$ cat src/rtl/add_sub_serial_pkg.sv
// add_sub_serial_pkg: shared state encodings and default keys for the bit-serial add/sub pair
package add_sub_serial_pkg;
  localparam int WIDTH_DEF = 8;
  localparam logic [7:0] MASK_A_DEF = 8'h5B;
  localparam logic [7:0] MASK_B_DEF = 8'h15;
  localparam logic [1:0] IDLE = 2'd0;
  localparam logic [1:0] SUB  = 2'd1;
  localparam logic [1:0] DONE = 2'd2;
  localparam logic [1:0] WAIT = 2'd3;
endpackage

$ cat src/rtl/full_sub_cell.sv
// full_sub_cell: combinational 1-bit full subtractor
module full_sub_cell (
  input  logic x,
  input  logic y,
  input  logic bin,
  output logic d,
  output logic bout
);
  assign d    = x ^ y ^ bin;
  assign bout = (~x & y) | (~(x ^ y) & bin);
endmodule

$ cat src/rtl/sub_serial.sv
// sub_serial: LSB-first bit-serial subtractor with descrambled operands and a dummy wait state
module sub_serial
  import add_sub_serial_pkg::*;
#(
  parameter int WIDTH = WIDTH_DEF,
  parameter logic [WIDTH-1:0] MASK_A = WIDTH'(MASK_A_DEF),
  parameter logic [WIDTH-1:0] MASK_B = WIDTH'(MASK_B_DEF)
) (
  input  logic             clk,
  input  logic             rst,
  input  logic             en,
  input  logic [WIDTH-1:0] a,
  input  logic [WIDTH-1:0] b,
  output logic [WIDTH-1:0] out,
  output logic             borrow_out,
  output logic             done
);
  localparam int CW = $clog2(WIDTH);
  localparam logic [CW-1:0] LAST = CW'(WIDTH - 1);
  logic [1:0] state_q, state_d;
  logic [WIDTH-1:0] a_q, a_d, b_q, b_d, out_q, out_d;
  logic [CW-1:0] count_q, count_d;
  logic borrow_q, borrow_d, d_bit, bout_bit;
  full_sub_cell u_cell (
    .x   (a_q[0]),
    .y   (b_q[0]),
    .bin (borrow_q),
    .d   (d_bit),
    .bout(bout_bit)
  );
  always_comb begin
    state_d  = state_q;
    a_d      = a_q;
    b_d      = b_q;
    out_d    = out_q;
    borrow_d = borrow_q;
    count_d  = count_q;
    if (state_q == IDLE && en) begin
      a_d      = a ^ MASK_A;
      b_d      = b ^ MASK_B;
      out_d    = '0;
      borrow_d = 1'b0;
      count_d  = '0;
      state_d  = WAIT;
    end else if (state_q == WAIT) begin
      state_d = SUB;
    end else if (state_q == SUB) begin
      out_d    = {d_bit, out_q[WIDTH-1:1]};
      borrow_d = bout_bit;
      a_d      = a_q >> 1;
      b_d      = b_q >> 1;
      count_d  = (count_q == LAST) ? '0 : count_q + 1'b1;
      state_d  = (count_q == LAST) ? DONE : SUB;
    end else if (state_q == DONE && en) begin
      state_d = IDLE;
    end
  end
  always_ff @(posedge clk or posedge rst) begin
    if (rst) begin
      state_q  <= IDLE;
      a_q      <= '0;
      b_q      <= '0;
      out_q    <= '0;
      borrow_q <= 1'b0;
      count_q  <= '0;
    end else begin
      state_q  <= state_d;
      a_q      <= a_d;
      b_q      <= b_d;
      out_q    <= out_d;
      borrow_q <= borrow_d;
      count_q  <= count_d;
    end
  end
  assign out        = out_q;
  assign done       = (state_q == DONE);
  assign borrow_out = done & borrow_q;
endmodule

$ cat config.mk
export PLATFORM = sky130hd
export DESIGN_NAME = sub_serial
export DESIGN_NICKNAME = d
export VERILOG_FILES = /design/src/rtl/add_sub_serial_pkg.sv /design/src/rtl/full_sub_cell.sv /design/src/rtl/sub_serial.sv
export SDC_FILE = /design/constraint.sdc
export NUM_CORES = 1
export LEC_CHECK = 0
export CAP_MARGIN = 20
export CORE_UTILIZATION = 49
export DETAILED_ROUTE_END_ITERATION = 8
export PLACE_DENSITY = 0.82
export SKIP_LAST_GASP = 1
export SYNTH_ARGS = -nofsm -noshare
export SYNTH_HDL_FRONTEND = slang
export SYNTH_HIERARCHICAL = 1
export SYNTH_SLANG_ARGS = --single-unit
export TNS_END_PERCENT = 50
$ cat constraint.sdc
create_clock -name clk -period 1.5 [get_ports clk]
set_clock_uncertainty 0.2 [all_clocks]
set_input_delay 0.225 -clock clk [delete_from_list [all_inputs] [get_ports clk]]
set_output_delay 0.225 -clock clk [all_outputs]
set_load 0.02 [all_outputs]
==> results.sh <==
export IMPL_worst_ep_required_time_ps=1070
export IMPL_portBuffers=28
export IMPL_seq_area_sq_um=751
export IMPL_slowest_stage="dfrtp_1"
export IMPL_first_global_vias=1045
export IMPL_start_kind="flip-flop"
export IMPL_die_w_um=54.8
export IMPL_path_cells="inv_2 > and3_4 > buf_6"
export IMPL_yosys_area_top_type="dfrtp_1"
export IMPL_slowest_delay_ps=430
export IMPL_wl_per_cell_um=16.4
export IMPL_slew_headroom_pct=74.4
export IMPL_syn_inst=113
export IMPL_gp_congestion=0.791
export IMPL_grt_max_degree=31
export IMPL_antenna_found_initial=0
export IMPL_ir_drop_mv=1.30
export IMPL_syn_area_per_cell_sq_um=12.1
export IMPL_holdCritPathClass="input pin to async pin"
export IMPL_power_mw=3.31
export IMPL_period_share_pct=102
export IMPL_power_density_nw_per_um2=1880
export IMPL_start_util_pct=53.6
export IMPL_clockRootBuffer="clkbuf_4"
export IMPL_postSynthNetCount=135
export IMPL_setup_slack_ps=-30.5
export IMPL_vias=1033
export IMPL_layout_nets=172
export IMPL_setup_violations=4
export IMPL_die_h_um=54.8
export IMPL_layout_cells_non_filler=181
export IMPL_end_kind="output port"
export IMPL_ys_seq_elements=30
export IMPL_antenna_left=0
export IMPL_worstSetupPathType="flip-flop to output port"
export IMPL_final_hold_violation_count=0
export IMPL_outcome="finished, violations left"
export IMPL_diodes=0
export IMPL_drt_pass1_iterations=4
export IMPL_core_area_sq_um=2540
export IMPL_cts_tree="yes"
export IMPL_max_freq_ghz=0.653
export IMPL_rows=18
export IMPL_clock_latency_ps=320
export IMPL_drv_slew=0
export IMPL_clockBufferDepth=2
export IMPL_vias_per_cell=5.71
export IMPL_die_area_sq_um=3000
export IMPL_grt_ovfl_total=0
export IMPL_cts_buffers=5
export IMPL_worstMarginPinSlew_ps=382
export IMPL_htreeDepth=2
export IMPL_clock_sinks=30
export IMPL_rr_worst_depth=4
export IMPL_rsz0062_at_grt="yes"
export IMPL_yosys_warnings=6
export IMPL_leakage_nw=0.823
export IMPL_dp_cells=172
export IMPL_grt_first_pass_wirelength_mm=4.85
export IMPL_period_needed_ps=1530
export IMPL_hold_buffers=0
export IMPL_fillCellCount=209
export IMPL_ioPinCount=29
export IMPL_area_growth_syn_to_layout_pct=29.2
export IMPL_drc_errors=0
export IMPL_synth_area_top_cells="dfrtp_1 (55%), a22o_1 (8.3%), a2bb2oi_1 (4.5%)"
export IMPL_synth_area_sq_um=1360
export IMPL_clk_pin_slew_worst_paths_ps=100
export IMPL_drt_iter0_drc=17
export IMPL_hpwl_mm=2.05
export IMPL_violations="setup timing"
export IMPL_drive_gt1_share_pct=19.2
export IMPL_critPathArrivalTime_ps=1110
export IMPL_multi_input_area_sq_um=536
export IMPL_maxCapViolations=0
export IMPL_grt_usage_pct=23.6
export IMPL_crit_buf_inv=2
export IMPL_drt_wl_total_mm=2.96
export IMPL_crit_family="flip-flops"
export IMPL_synth_cell_type_count=27
export IMPL_worstPathMaxFanout=3
export IMPL_path_depth=3
export IMPL_ys_seq_area_share_pct=55.0
export IMPL_synth_top_area_share_pct=55.0
==> final timing paths <==
path | slack [ps] | startpoint | end
max in group asynchronous | 900 | rst | a_q[2]
max reg2reg | -10 | borrow_q | out[7]
min | 30 | rst | out[1]
min reg2reg | 320 | out[0] | out[0]
min in group clk | 300 | b[7] | b_q[7]
max | -30 | state_q[0] | borrow_out
==> per-layer routing <==
layer / track usage (%) / up-vias / wire, um
li1: - / 497 / -
met1: 30.2 / 514 / 1370
met2: 38.2 / 17 / 1460
met3: 6.67 / 5 / 103
met4: 7.69 / 0 / 29
met5: 0 / - / 0
==> tightest hold or removal path, stage by stage <==
cell	delay (ps)
clkdlybuf4s50_1	400
inv_1	90
buf_12	200
==> state kept, by name, summed over array words and instances, names as in the netlist <==
name	count
a_q	8
b_q	8
borrow_q	1
count_q	3
out	8
state_q	2
==> layout by cell type, fill, tap and decap left out, types with 7 or more instances in the layout <==
cell type        synthesis  final
o22a_1                   7      7
dfrtp_1                 30     30
buf_4                    3     10
a22o_1                  13     13
a21oi_1                  8      8
clkdlybuf4s50_1          0     18
nor2_1                   9      8
a2bb2oi_1                7      7
==> synthesized netlist by cell type (all sizes together) <==
cell and number:
nand2b 1, inv 7, o21ai 3, a22o 13
a21oi 8, a2bb2oi 7, ha 2, or3b 1
o21ba 1, dfrtp 30, and3 2, a32o 1
fa 1, nor2b 2, nor2 9, o31ai 1
xnor2 1, buf 8, o22a 7, o22ai 5
nand2 2, a221o 1
==> final cells by class <==
| type | instances | share of cell area (%) |
|---|---|---|
| clock buffer | 7 | 3.12 |
| clock inverter | 1 | 0.284 |
| inverter | 7 | 1.49 |
| multi-input combinational | 68 | 30.4 |
| sequential | 30 | 42.6 |
| tap | 30 | 2.13 |
| timing repair buffer | 38 | 20.0 |
==> metrics by stage <==
step / setup WS [ps] / util (%) / area (sq um) / hold slack [ps] / setup TNS, ps
2_1_floorplan: 88.7 / - / 1360 / 116 / 0
3_3_place_gp: -152 / 66.4 / 1690 / 278 / -3600
3_5_place_dp: -219 / 66.4 / 1690 / 298 / -5040
4_1_cts: -218 / 68.5 / 1740 / 31.0 / -275
5_1_grt: -78.9 / 69.2 / 1760 / 33.3 / -520
6_report: -30.5 / 69.2 / 1760 / 25.3 / -60.5
==> logic make-up (layout without fill, tap and decap cells) <==
logic type,after synthesis,in the layout,share of synthesized area [%]
AND/OR/NAND/NOR,17,17,7.06
AO/OA/AOI/OAI,47,47,26.7
flip-flops,30,30,55.0
adder cells (fa/ha/maj),3,3,3.30
XOR/XNOR,1,1,0.642
buffers and inverters,15,53,7.25
==> report_power, final <==
| part | total [mW] | internal (mW) | switching (mW) |
|---|---|---|---|
| logic | 1.40 | 0.746 | 0.655 |
| clock network | 0.502 | 0.227 | 0.275 |
| registers | 1.41 | 1.17 | 0.238 |
==> what timing repair did <==
action / in CTS / in global routing
resized for setup: 16 / 13
setup endpoints to repair: 24 / 24
buffers inserted: 0 / 1
pin swaps: 0 / 0
endpoints found under the hold margin: 0 / 0
Power figures use the tool's default switching activity.
==> RTL edit, RTL diff (same settings) <==
Register the inputs `en`, `a` and `b` before use. The logic sees them one clock later.
--- a/src/rtl/sub_serial.sv
+++ b/src/rtl/sub_serial.sv
@@ -17,6 +17,17 @@
 );
   localparam int CW = $clog2(WIDTH);
   localparam logic [CW-1:0] LAST = CW'(WIDTH - 1);
+
+  logic en_q;
+  logic [WIDTH-1:0] a_r;
+  logic [WIDTH-1:0] b_r;
+
+  always_ff @(posedge clk) begin
+    en_q <= en;
+    a_r  <= a;
+    b_r  <= b;
+  end
+
   logic [1:0] state_q, state_d;
   logic [WIDTH-1:0] a_q, a_d, b_q, b_d, out_q, out_d;
   logic [CW-1:0] count_q, count_d;
@@ -35,9 +46,9 @@
     out_d    = out_q;
     borrow_d = borrow_q;
     count_d  = count_q;
-    if (state_q == IDLE && en) begin
-      a_d      = a ^ MASK_A;
-      b_d      = b ^ MASK_B;
+    if (state_q == IDLE && en_q) begin
+      a_d      = a_r ^ MASK_A;
+      b_d      = b_r ^ MASK_B;
       out_d    = '0;
       borrow_d = 1'b0;
       count_d  = '0;
@@ -51,7 +62,7 @@
       b_d      = b_q >> 1;
       count_d  = (count_q == LAST) ? '0 : count_q + 1'b1;
       state_d  = (count_q == LAST) ? DONE : SUB;
-    end else if (state_q == DONE && en) begin
+    end else if (state_q == DONE && en_q) begin
       state_d = IDLE;
     end
   end
Formal check against the unedited RTL: not equivalent (Yosys sat finds a counterexample within 4 cycles, from zero or initial values and one cycle with rst high).
==> RTL edit against the unedited design <==
The flow still finishes with violations (setup timing). Routed wire length rose by 31%. Sequential cell count rose by 17. Clock power grew 82%. Die area up 27%. Power is 59% higher. Maximum frequency is 6.3% lower. Cell area rose by 41%. Worst setup slack got worse by 0.10 ns. Hold slack better by 0.040 ns. First-iteration DRC count increased to 4.6 times the old value. Synthesized area grew 28%. Synthesized cell count up 27%. Critical endpoint unchanged. Largest cell class unchanged. Largest power group is now combinational logic.
==> RTL edit: results (changes against the unedited design) <==
Run status
  – Outcome: complete, but fails checks
  – Failing checks: setup timing

Route
  – WL per Instance: 16.2 um (-0.83%)
  – Vias per cell: 5.53 (-3.2%)
  – Detailed Route Iter0 Violations: 79 (+62)
  – Wl on met1: 1.54 mm (+12%)
  – Met3 WL post-DR: 195 um (+89%)
  – Met2 wire length: 2.10 mm (+44%)

Global routing
  – Vias in the first global route: 1,111 (+6.3%)
  – Global-route wire length before repair: 5.11 mm (+5.3%)
  – Met2 track demand over resource: 0.309 (-0.0728)
  – Largest net degree at the start of global routing: 31 (unchanged)
  – M3 GR Usage: 0.0745 (+0.00787)
  – All-Layer GR Usage: 0.195 (-0.0413)
  – Grt met1 use: 0.246 (-0.0553)

Clocking
  – Clock root buffer: clkbuf_4
  – Clock latency on the worst-skew pair: 0.38 ns (+0.06 ns)
  – Clock-pin slew on the worst setup and hold paths: 0.15 ns (+0.05 ns)

Placement
  – Cell Area, Placed: 2130 sq um (+26%)
  – Port Buf Inserts: 28 (unchanged)
  – Final Wtd Congestion: 0.781 (-1.2%)
  – Post-DP HPWL: 2.29 mm (+12%)
  – Dpl ws: -0.158 ns (+0.0602 ns)

Setup path
  – Worst path top cell family by delay: flip-flops
  – Setup crit end: borrow_out
  – Worst flop-to-flop path endpoint: borrow_q
  – Worst-case reg-to-reg path depth: 5 (+1)
  – R2r startpoint: state_q[0]
  – Crit Path Max Fanout: 2 (-1)
  – Arrival time at the worst endpoint: 1.21 ns (+0.10 ns)
  – Crit path largest cell delay: 0.45 ns (+0.02 ns)
  – Reg2Reg Setup Slack: -0.11 ns (-0.10 ns)

Finish
  – Nets: 215 (+25%)
  – Non-filler cells, final: 240 (+33%)
  – Filler cells: 242 (+16%)
  – Layout cell share with drive strength beyond 1: 0.263 (+0.0708)

Logic synthesis
  – Mean Syn Cell Area: 12.1 sq um (+0.50%)
  – Syn Nets: 166 (+23%)
  – Post-synthesis async set-or-reset flop share: 0.638 (-0.362)
  – Commonest cells in the netlist: dfrtp_1 (30), dfxtp_1 (17), nand2_1 (13), a22o_1 (11), a221o_1 (10)
  – Yosys warning count: 6 (unchanged)
  – Synth area leaders: dfrtp_1 (43%), dfxtp_1 (19%), a221o_1 (5.7%), a22o_1 (5.5%), nand2_1 (2.8%)
  – Sequential-to-total area share from yosys stat: 0.625 (+0.0742)

Timing
  – Final setup margin: -0.133 ns (-0.103 ns)
  – Final setup viols: 24 (+20)
  – Hold_ws: 0.0656 ns (+0.0403 ns)
  – Setup TNS: -1.29 ns (-1.23 ns)
  – Worst slew margin: 0.786 (+0.0415)

Power
  – Max IR drop VDD: 1040 uV (-20%)
  – Pleak: 1.09 nW (+33%)

Worst hold path
  – Hold WC Path Type: primary input to register
## RTL edit: repair_timing
item,4_1_cts,5_1_grt
gates resized for setup,35,25
cloned,0,5
pin swaps,1,3
hold buffers,1,0
setup endpoints to repair,36,39
hold endpoints to repair,21,0
buffers inserted,2,6
## RTL edit: where the power goes
part	switching (W)	internal (W)
sequential	0.000265	0.00163
clock	0.000394	0.000520
combinational	0.00110	0.00134
total	0.00176	0.00350
## RTL edit: final cells by class
type                       count  area [sq um]  area share
multi-input combinational     82           653       0.263
tap                           46          57.6      0.0231
clock buffer                   6          41.3      0.0166
timing repair buffer          52           566       0.227
inverter                       5          18.8     0.00755
clock inverter                 2          60.1      0.0241
sequential                    47          1090       0.439
## RTL edit: cell families after synthesis
kind of cell,after synthesis,synth area share
flip-flops,47,0.625
AO/OA/AOI/OAI,45,0.198
AND/OR/NAND/NOR,32,0.0960
buffers and inverters,15,0.0437
adder cells (fa/ha/maj),3,0.0258
XOR/XNOR,1,0.00502
multiplexers,1,0.00645
